===== src/rtl/cpu_step_ctrl.sv =====
// cpu_step_ctrl: turns an asynchronous, possibly bouncing slow tick into
// single-cycle step strobes on the system clock, with run and halt modes
// and a wrapping strobe counter for display.
// Build option: define STEP_DEBOUNCE_EN to filter the synchronized tick
// through a DEBOUNCE_CYCLES stability window; otherwise the synchronized
// level is used directly.
module cpu_step_ctrl #(
  parameter int unsigned DEBOUNCE_CYCLES = 16,
  parameter int unsigned RUN_DIV         = 4
) (
  input  logic       clk,
  input  logic       rst_n,
  input  logic       tick_i,
  input  logic       mode_i,
  input  logic       halt_i,
  output logic       step_o,
  output logic [1:0] state_o,
  output logic [7:0] step_cnt_o
);

  localparam int unsigned DB_W  = 16;
  localparam int unsigned DIV_W = 16;
  localparam int unsigned CNT_W = 8;

  typedef enum logic [1:0] {
    ST_IDLE = 2'b00,
    ST_RUN  = 2'b01,
    ST_HALT = 2'b10
  } state_e;

  // Reject parameter values the counters cannot represent
  if (DEBOUNCE_CYCLES < 2 || DEBOUNCE_CYCLES > 65535) begin : g_bad_debounce
    $error("cpu_step_ctrl: DEBOUNCE_CYCLES out of range");
  end
  if (RUN_DIV < 2 || RUN_DIV > 65535) begin : g_bad_run_div
    $error("cpu_step_ctrl: RUN_DIV out of range");
  end

  state_e             state_q, state_d;
  logic               s1_q, s2_q;
  logic               db, db_q;
  logic               step_edge;
  logic               step_d;
  logic [DIV_W-1:0]   div_q, div_d;

  // Two-flop synchronizer for the asynchronous tick
  always_ff @(posedge clk or negedge rst_n) begin
    if (!rst_n) begin
      s1_q <= 1'b0;
      s2_q <= 1'b0;
    end else begin
      s1_q <= tick_i;
      s2_q <= s1_q;
    end
  end

`ifdef STEP_DEBOUNCE_EN
  logic            db_r;
  logic [DB_W-1:0] db_cnt_q;

  // Accept a new level only after it has been stable for the full window
  always_ff @(posedge clk or negedge rst_n) begin
    if (!rst_n) begin
      db_r     <= 1'b0;
      db_cnt_q <= '0;
    end else if (s2_q == db_r) begin
      db_cnt_q <= '0;
    end else if (db_cnt_q == DB_W'(DEBOUNCE_CYCLES - 1)) begin
      db_r     <= s2_q;
      db_cnt_q <= '0;
    end else begin
      db_cnt_q <= db_cnt_q + DB_W'(1);
    end
  end

  assign db = db_r;
`else
  // Unfiltered: the synchronized level feeds edge detection directly
  assign db = s2_q;
`endif

  // Delayed copy of the filtered level for rising-edge detection
  always_ff @(posedge clk or negedge rst_n) begin
    if (!rst_n) db_q <= 1'b0;
    else        db_q <= db;
  end

  assign step_edge = db & ~db_q;

  // State, strobe and run divider registers
  always_ff @(posedge clk or negedge rst_n) begin
    if (!rst_n) begin
      state_q <= ST_IDLE;
      step_o  <= 1'b0;
      div_q   <= '0;
    end else begin
      state_q <= state_d;
      step_o  <= step_d;
      div_q   <= div_d;
    end
  end

  // Next state, strobe source and divider; halt overrides everything
  always_comb begin
    state_d = state_q;
    step_d  = 1'b0;
    div_d   = '0;
    if (halt_i) begin
      state_d = ST_HALT;
    end else begin
      case (state_q)
        ST_IDLE: begin
          step_d = step_edge;
          if (mode_i) state_d = ST_RUN;
        end
        ST_RUN: begin
          step_d = (div_q == DIV_W'(RUN_DIV - 1));
          if (!mode_i) state_d = ST_IDLE;
        end
        ST_HALT: begin
          if (step_edge) state_d = ST_IDLE;
        end
        default: state_d = ST_IDLE;
      endcase
    end
    if (state_q == ST_RUN && state_d == ST_RUN) begin
      div_d = (div_q == DIV_W'(RUN_DIV - 1)) ? '0 : div_q + DIV_W'(1);
    end
  end

  // Count issued strobes for display, wrapping naturally
  always_ff @(posedge clk or negedge rst_n) begin
    if (!rst_n)      step_cnt_o <= '0;
    else if (step_o) step_cnt_o <= step_cnt_o + CNT_W'(1);
  end

  assign state_o = state_q;

endmodule


===== config.mk =====
export PLATFORM = sky130hd
export DESIGN_NAME = cpu_step_ctrl
export DESIGN_NICKNAME = d
export VERILOG_FILES = /design/src/rtl/cpu_step_ctrl.sv
export SDC_FILE = /design/constraint.sdc
export NUM_CORES = 1
export LEC_CHECK = 0
export CELL_PAD_IN_SITES_DETAIL_PLACEMENT = 2
export CELL_PAD_IN_SITES_GLOBAL_PLACEMENT = 2
export CORE_ASPECT_RATIO = 1.4
export CORE_MARGIN = 10
export CORE_UTILIZATION = 36
export CTS_CLUSTER_SIZE = 24
export DETAILED_ROUTE_END_ITERATION = 6
export PLACE_DENSITY = 0.89
export SLEW_MARGIN = 20
export SYNTH_ARGS = -nofsm -noshare
export SYNTH_HDL_FRONTEND = slang
export SYNTH_SLANG_ARGS = --single-unit

===== constraint.sdc =====
create_clock -name clk -period 1.7 [get_ports clk]
set_input_delay 0.34 -clock clk [delete_from_list [all_inputs] [get_ports clk]]
set_output_delay 0.34 -clock clk [all_outputs]
set_load 0.02 [all_outputs]

Word-level counts from Yosys, hierarchy flattened
Index checks and enable logic that the tools add are counted.
- bits in registers: 30
- input bits: 5
- $add $sub $neg: 2
- eq/ne operators: 4
- mux-type cells: 9
- bitwise gates (word level): 2
- reduce and logical (&&, ||, !) cells: 2
- operator list (cell ; count):
    2-to-1 mux 16 bit ; 2
    adder 16 x 1 -> 16 bit, second input constant ; 1
    equality test 16 x 2 -> 1 bit, second input constant ; 1
    adder 8 x 1 -> 8 bit, second input constant ; 1
    2-to-1 mux 2 bit ; 4
    one-hot mux 2 bit (3 select lines) ; 1
    equality test 2 x 1 -> 1 bit, second input constant ; 2
    equality test 2 bit, second input constant ; 1
    zero test 2 bit ; 1
    one-hot mux 1 bit (2 select lines) ; 1
    AND 1 bit ; 1
    logical AND 1 bit ; 1
    2-to-1 mux 1 bit ; 1
    NOT 1 bit ; 1

Depth between registers and ports, before layout
Gate-level depths: netlist (run 1).
- depth after elaboration: 8
- gate-level depth with buffers: 6
- depth with buffers taken out: 5

Worst setup path after synthesis (run 1)
OpenSTA, ideal clock, no wires.
- path kind: reg2reg
- start: register div_q[0]
- end: register div_q[11]
- setup time: 119 ps
- arrival: 1253 ps
- slack: 328 ps
- stages on the path, launching flop included: 7
- cell sequence: dfrtp_1 > ha_1 > nor3b_1 > nand4_1 > nand3_2 > buf_6 > nor2_1
- cells in the longest elaborated chain, start to end: 3
- elaborated cells between the ends (all ways): 4
- classes of those cells: add/sub (1); eq/ne (1); mux (2)
- ends and longest elaborated chain (item ; line ; text):
    start: declaration ; 44 ; logic [DIV_W-1:0] div_q, div_d;
    start signal: assignment ; 99 ; div_q <= div_d;
    adder 16 x 1 -> 16 bit / equality test 16 x 2 -> 1 bit (equally long branches) ; 127 ; div_d = (div_q == DIV_W'(RUN_DIV - 1)) ? '0 : div_q + DIV_W'(1);
    2-to-1 mux 16 bit (*) ; 127 ;
    2-to-1 mux 16 bit (*) ; 126 ; if (state_q == ST_RUN && state_d == ST_RUN) begin
    via div_d[11] ; 44 ;
The timed path passes the listed nets; every way through them passes the cells marked *.
A chain may end at the register's enable or synchronous reset.

Final worst setup path (run 1)
- start: register step_cnt_o[5]
- end: output step_cnt_o[5]
- RTL lines (item ; line ; text):
    start: declaration ; 18 ; output logic [7:0] step_cnt_o
    start signal: assignment ; 134 ; else if (step_o) step_cnt_o <= step_cnt_o + CNT_W'(1);
No word-level cell between the ends.

==> flow_summary.ini, run 1 <==
[power_and_ir_drop]
p_comb_share_pct = 12.8
power_density_nw_per_um2 = 954
swShare_pct = 27.6
pwr-share-seq_pct = 50.1
clkPwrFrac_pct = 37.2
p_switching_mw = 0.448
total_power_mw = 1.62
ir_worst_vdd_uv = 609
p_int_mw = 1.17
leakagePower_nw = 0.683

[cts]
cts_inserted_buffers = 5
clk_latency_ns = 0.29
cts_tree = yes
postCtsSetupBuffers = 0
clockBufferDepth = 2
cts_max_level = 2
clkSinkCount = 30
clk_pin_slew_ns = 0.07
cts-root-buf = clkbuf_8

[final_layout]
utilization_pct = 46.3
drive_gt1_share_pct = 21.5
fillers = 381
final_nets = 150
syn2layout_area_growth_pct = 23.9
multi_input_area_um2 = 602
design_area_um2 = 1700
antennaDiodeCount = 0
seq_area_um2 = 751

[logic_synthesis]
synth.top_cells.by_area = dfrtp_1 55%, xnor2_1 11%, nor2_1 4.6%, nor4_2 4.6%, nand4_1 2.7%
netlist_area_um2 = 1370
ys_warn_count = 0
synthSimpleGateAreaFrac_pct = 25.7
synth_edf_count = 0
synthesis.nets = 125
synth-seq-cells = 30
synthXorXnorAreaFrac_pct = 13.4
synth_area_per_cell_um2 = 11.6
synth_ff_type = dfrtp_1
yosysMostFrequentCell = dfrtp_1
synth.top_cell.area_share_pct = 54.6
post-synth-top-area-cell = dfrtp_1
synth_mux_area_share_pct = 1.64
synth_top_family_by_area = simple AND/OR/NAND/NOR gates
synthCells = 118
synth_cell_types = 23
synth_compound_area_share_pct = 0.638
synthArstFlopShare_pct = 100
synth-seq-area-share_pct = 54.6
synth_fa_ha_area_share_pct = 1.82
netlist_top_cells_count = 30 x dfrtp_1, 17 x nor2_1, 17 x xnor2_1, 6 x nand2_1, 6 x nand4_1

[setup_path]
crit_buf_inv = 1
end_kind = primary output
cp-start-kind = register
cp.arrival_ns = 1.33
cp.required_ns = 1.36
max_stage_delay_ns = 0.64
path_cells = clkdlybuf4s50_1
cp_slowest_cell = clkdlybuf4s50_1
crit_type = reg2out
path_max_fanout = 3
crit_path_start = step_cnt_o[5]
path_delay_family = buffers and inverters
timing.rr.start = div_q[0]

[global_routing]
grt_pass1_vias = 1183
grt_pass1_wl_um = 6640
grt_max_degree = 31
grt_overflow = 0
grt_usage_pct = 13.0
grt_antenna_before_repair = 0

[floorplan]
dieArea_um2 = 6720
core_um2 = 3680
start_util_pct = 37.4
io_pins = 16
die_w_um = 72.2
die_y_um = 93.1
rows = 26

[routing]
drt_pass1_iterations = 4
via_count = 997
final_antenna_net_count = 0
post-route-drc-count = 0
wl_um = 3970
drt_iter0_drc = 48
viasPerCell = 5.36
avgRoutedWirePerCell_um = 21.3

[sta]
worst_pin_slew_ns = 0.398
tns_ns = 0
clock.fmax_ghz = 0.600
fin_crit_ns = 1.67
setup_ws_ns = 0.0338
min_period_over_period_pct = 98.0
setup_viol = 0
fin_skew_ns = 0.0106
rsz0062_at_grt = no
slew_violations = 0
timing.slew.headroom_pct = 73.4
final_hold_viol_count = 0

[run]
cap_violations = 0

[placed_design]
dp_slack_ns = -0.0539
place_area_um2 = 1610
io_buffer_count = 15
dp_hpwl_um = 3010
gp_congestion = 0.722

[worst_hold_path]
hp-start = s1_q
hold_class = reg2reg

[run_status]
outcome = completed
stage by stage:
stage	cells	hold WS, ns
floorplan	118	0.0444
global placement	178	0.334
detailed placement	178	0.350
CTS	186	0.362
global route	186	0.364
finish	186	0.357
area by class of cell:
class | instances | share of cell area [%]
inverters | 5 | 1.10
clock inverters | 1 | 0.294
repair buffers | 19 | 11.0
flip-flops and latches | 30 | 44.1
multi-input cells | 82 | 35.4
well taps | 42 | 3.09
clock buffers | 7 | 5.07
final timing paths:
check                                end  slack [ns]  depth (start not counted)
hold / removal                        db        0.36                          0
setup / recovery           step_cnt_o[5]        0.03                          1
max in group asynchronous      div_q[13]        0.97                          2
hold reg to reg                       db        0.36                          0
setup reg to reg                div_q[2]        0.11                          6
min in group asynchronous      div_q[11]        0.44                          2
logic make-up after synthesis:
family / Yosys count
AOI/OAI and AO/OA: 1
xor gates and xnor gates: 21
adders and majority gates: 2
buffers and inverters: 6
DFF: 30
muxes: 2
and+or+nand+nor: 56
layer usage:
layer	vias to the layer above	wire length, µm	part of all wire (%)	GRT usage (%)
met3	9	225	5.7	4.87
met1	508	1490	37	13.3
met4	0	76	1.9	4.85
met5	-	0	0	0
li1	452	-	-	-
met2	28	2180	55	23.2
state kept, by name (all words and copies together), names as in the netlist:
signal	flops
db_q	1
db	1
step_o	1
step_cnt_o	8
state_o	2
div_q	16
s1_q	1
power by group through the flow:
stage	clock (mW)	combinational [mW]	sequential (mW)
global placement	0	0.218	0.818
detailed placement	0	0.232	0.830
global route	0.649	0.228	0.824
CTS	0.617	0.215	0.815
finish	0.603	0.207	0.813
floorplan	0	0.0527	0.861
what timing repair did:
item,in CTS,in global routing
hold buffers,0,0
hold endpoints to repair,0,0
gates resized for setup,7,3
pin swaps,0,0
endpoints found under the setup margin,7,18
placed cells by master, fill, tap and decap left out:
cell,count
dfrtp_1,30
xnor2_1,17
nor2_1,17
clkdlybuf4s50_1,7
dlygate4sd2_1,7
nor4_2,6
nand4_1,6
nand2_1,6
clkbuf_8,6
inv_1,5
nor2_2,4
xor2_1,4
nand3_2,3
nor3_1,3
buf_4,3
nor3b_1,2
nor4_1,2
nand3_1,2
mux2_2,2
nand2b_1,1
a31o_2,1
nand3_4,1
nand4_2,1
nor3_2,1
and3_1,1
ha_2,1
ha_1,1
clkinv_2,1
clkbuf_1,1
dlymetal6s2s_1,1
buf_12,1
Note: power is estimated with default switching activity, not from simulation.
==> inputs of run 2 (changes only) <==
--- a/config.mk
+++ b/config.mk
@@ -10,9 +10,11 @@
 export CORE_ASPECT_RATIO = 1.4
 export CORE_MARGIN = 10
 export CORE_UTILIZATION = 36
+export CTS_CLUSTER_DIAMETER = 50
 export CTS_CLUSTER_SIZE = 24
 export DETAILED_ROUTE_END_ITERATION = 6
 export PLACE_DENSITY = 0.89
+export SKIP_LAST_GASP = 1
 export SLEW_MARGIN = 20
 export SYNTH_ARGS = -nofsm -noshare
 export SYNTH_HDL_FRONTEND = slang
==> results of run 2 <==
No change in the layout: final DEF, timing and power equal those of run 1.
==> variant, RTL diff (flow settings as in run 2) <==
The option `STEP_DEBOUNCE_EN` is turned on by a define.
--- a/src/rtl/cpu_step_ctrl.sv
+++ b/src/rtl/cpu_step_ctrl.sv
@@ -4,6 +4,8 @@
 // Build option: define STEP_DEBOUNCE_EN to filter the synchronized tick
 // through a DEBOUNCE_CYCLES stability window; otherwise the synchronized
 // level is used directly.
+`define STEP_DEBOUNCE_EN
+
 module cpu_step_ctrl #(
   parameter int unsigned DEBOUNCE_CYCLES = 16,
   parameter int unsigned RUN_DIV         = 4
Function: changed (a bounded check fails within 4 cycles, from zero or initial values and one cycle with rst_n low).
==> variant against run 2 <==
  * Setup slack better by 0.11 ns
  * Largest cell class unchanged
  * Synthesized cell count up 68%
  * Routed wire length up 43%
  * Sequential power up 40%
  * Area after synthesis up 64%
  * Highest routed layer unchanged
  * Die area up 47%
  * Hold slack better by 0.021 ns
  * Sequential share of layout area down 1.0 points
  * Via count up 61%
  * Total power up 27%
  * Sequential cell count up 17
  * Combinational power down 68%
  * Final area up 60%
==> variant: results (changes against run 2) <==
H-tree Lvls 2 (unchanged); Hold Crit Class register to register (unchanged); worst reg2reg path depth 5 (was 6); Synth cell types 30 (was 23); clock insertion delay at the later pin of the skew report 0.31 ns (was 0.29 ns); Max VDD drop 0.470 mV (was 0.609 mV); largest registers db_cnt_q x16, div_q x16, step_cnt_o x8; initial DRC count 28 (was 48); CTS Buffer Depth 2 (unchanged); layout cells sized above 1 24.7% (was 21.5%); die width 86.8 um (was 72.2 um); capturing point of the worst reg2reg path db_cnt_q[14] (was div_q[2]); Synth area leaders dfrtp_1, xnor2_1, nor4_2, nor2_1, nor2_2 (was dfrtp_1, xnor2_1, nor2_1, nor4_2, nand4_1); clk slew on worst S/H paths 0.09 ns (was 0.07 ns); final HPWL from detailed placement 4.20 mm (was 3.01 mm); Synth async-reset ratio 100% (unchanged); Net Sw Power 0.000431 W (was 0.000448 W); leak pwr 1.17 nW (was 0.683 nW); Total GRT Usage 12.4% (was 13.0%); CP Max Fanout 4 (was 3); DR WL/cell 18.5 um (was 21.3 um); hold depth 0 (unchanged); Clock Skew 0.00975 ns (was 0.0106 ns); Antenna Cells 0 (unchanged); number of global-route vias before repair 1925 (was 1183); Root Buffer clkbuf_8 (unchanged); placement-stage cell area 2580 um2 (was 1610 um2); Reg2Reg Launch Point db_cnt_q[0] (was div_q[0]); status complete, no violations (unchanged); vias 1607 (was 997); initial antenna violation count 0 (unchanged); DR pass1 iterations 3 (was 4); Final #Nets 242 (was 150); sequential-to-total area share from yosys stat 52.3% (was 54.6%); GP Congestion 0.779 (was 0.722); worst hold start s1_q (unchanged); Worst EP arrival 1.76 ns (was 1.33 ns); Tightest Pin Transition 0.504 ns (was 0.398 ns); largest net degree at the start of global routing 21 (was 31); CTS Buf Count 5 (unchanged); reg2reg setup slack 0.14 ns (was 0.11 ns); global-route wire length before repair 9.61 mm (was 6.64 mm); Syn Nets 206 (was 125); ys flop type dfrtp_1 (unchanged); filler cell count 656 (was 381); Hold EP s2_q (was db); Ys Warns 0 (unchanged); leading cell types by count after synthesis dfrtp_1, xnor2_1, nor2_1 (was dfrtp_1, nor2_1, xnor2_1); Buffers on Ports 15 (unchanged); max-cap violation count 0 (unchanged)
## variant: cell types whose count changed in the layout (fill, tap and decap cells not counted), moves of 3 or more
cell             change
buf_4               +11
clkdlybuf4s50_1      -4
dfrtp_1             +17
inv_1                +3
nand3_1              +7
nor2_1               +7
nor2_2               +9
nor3_1               +6
nor4_1               +3
xnor2_1             +11
xor2_1               +4
## variant: stage by stage
step / instances / util (%) / hold slack (ns) / power (W) / setup WS, ns
after floorplan: 198 / - / 0.0444 / 0.00117 / 0.224
after global placement: 296 / 41.8 / 0.336 / 0.00122 / 0.0963
after detailed placement: 296 / 41.8 / 0.339 / 0.00123 / 0.0513
after CTS: 305 / 43.7 / 0.379 / 0.00210 / 0.00755
after global routing: 307 / 44.2 / 0.391 / 0.00215 / 0.0114
final: 307 / 44.2 / 0.378 / 0.00206 / 0.140
## variant: per-layer routing
| layer | track usage (%) | wire (um) |
|---|---|---|
| met3 | 2.92 | 173 |
| met5 | 0 | 0 |
| met2 | 23.7 | 3360 |
| met1 | 11.6 | 1980 |
| met4 | 6.28 | 168 |
## variant: how the worst max path moves through the flow
stage | from | slack, ns | endpoint | depth (start not counted)
3_5_place_dp | div_q[0] | 0.05 | div_q[6] | 6
2_1_floorplan | div_q[0] | 0.22 | div_q[7] | 6
4_1_cts | step_cnt_o[1] | 0.008 | step_cnt_o[1] | 1
3_3_place_gp | div_q[0] | 0.1 | div_q[4] | 6
5_1_grt | db_cnt_q[0] | 0.01 | db_cnt_q[14] | 5
6_report | db_cnt_q[0] | 0.14 | db_cnt_q[14] | 5
## variant: layout make-up
cell class,count,area (um2),area share (%)
clock buffer,6,82.6,3.03
clock inverter,2,35.0,1.28
inverter,8,30.0,1.10
multi-input combinational,141,1040,38.0
sequential,47,1180,43.1
tap,72,90.1,3.30
timing repair buffer,31,278,10.2
## variant: power by group through the flow
| stage | Combinational, W | Clock [W] | Sequential, W |
|---|---|---|---|
| floorplan | 0.0000162 | 0 | 0.00116 |
| global placement | 0.0000669 | 0 | 0.00116 |
| detailed placement | 0.0000686 | 0 | 0.00116 |
| finish | 0.0000669 | 0.000857 | 0.00114 |
| CTS | 0.0000695 | 0.000892 | 0.00114 |
| global route | 0.0000756 | 0.000935 | 0.00114 |
## variant: worst max-delay path, cell delays in order, from the launching register on
cell and delay [ns]:
dfrtp_1 0.41, ha_1 0.22, nand3_1 0.25, nor4_2 0.37
xnor2_1 0.15, nor2_1 0.06
## variant: cell families after synthesis
group,share of synthesized area (%)
simple gates,27.8
flops,52.3
xor+xnor,14.0
buf+inv,2.17
mux,1.67
fa+ha+maj,1.67
compound gates,0.389
## variant: what timing repair did
item	CTS	global route
pin swaps	0	2
hold endpoints to repair	5	0
hold buffers	1	0
setup buffers	0	2
setup endpoints to repair	8	25
resized for setup	8	5
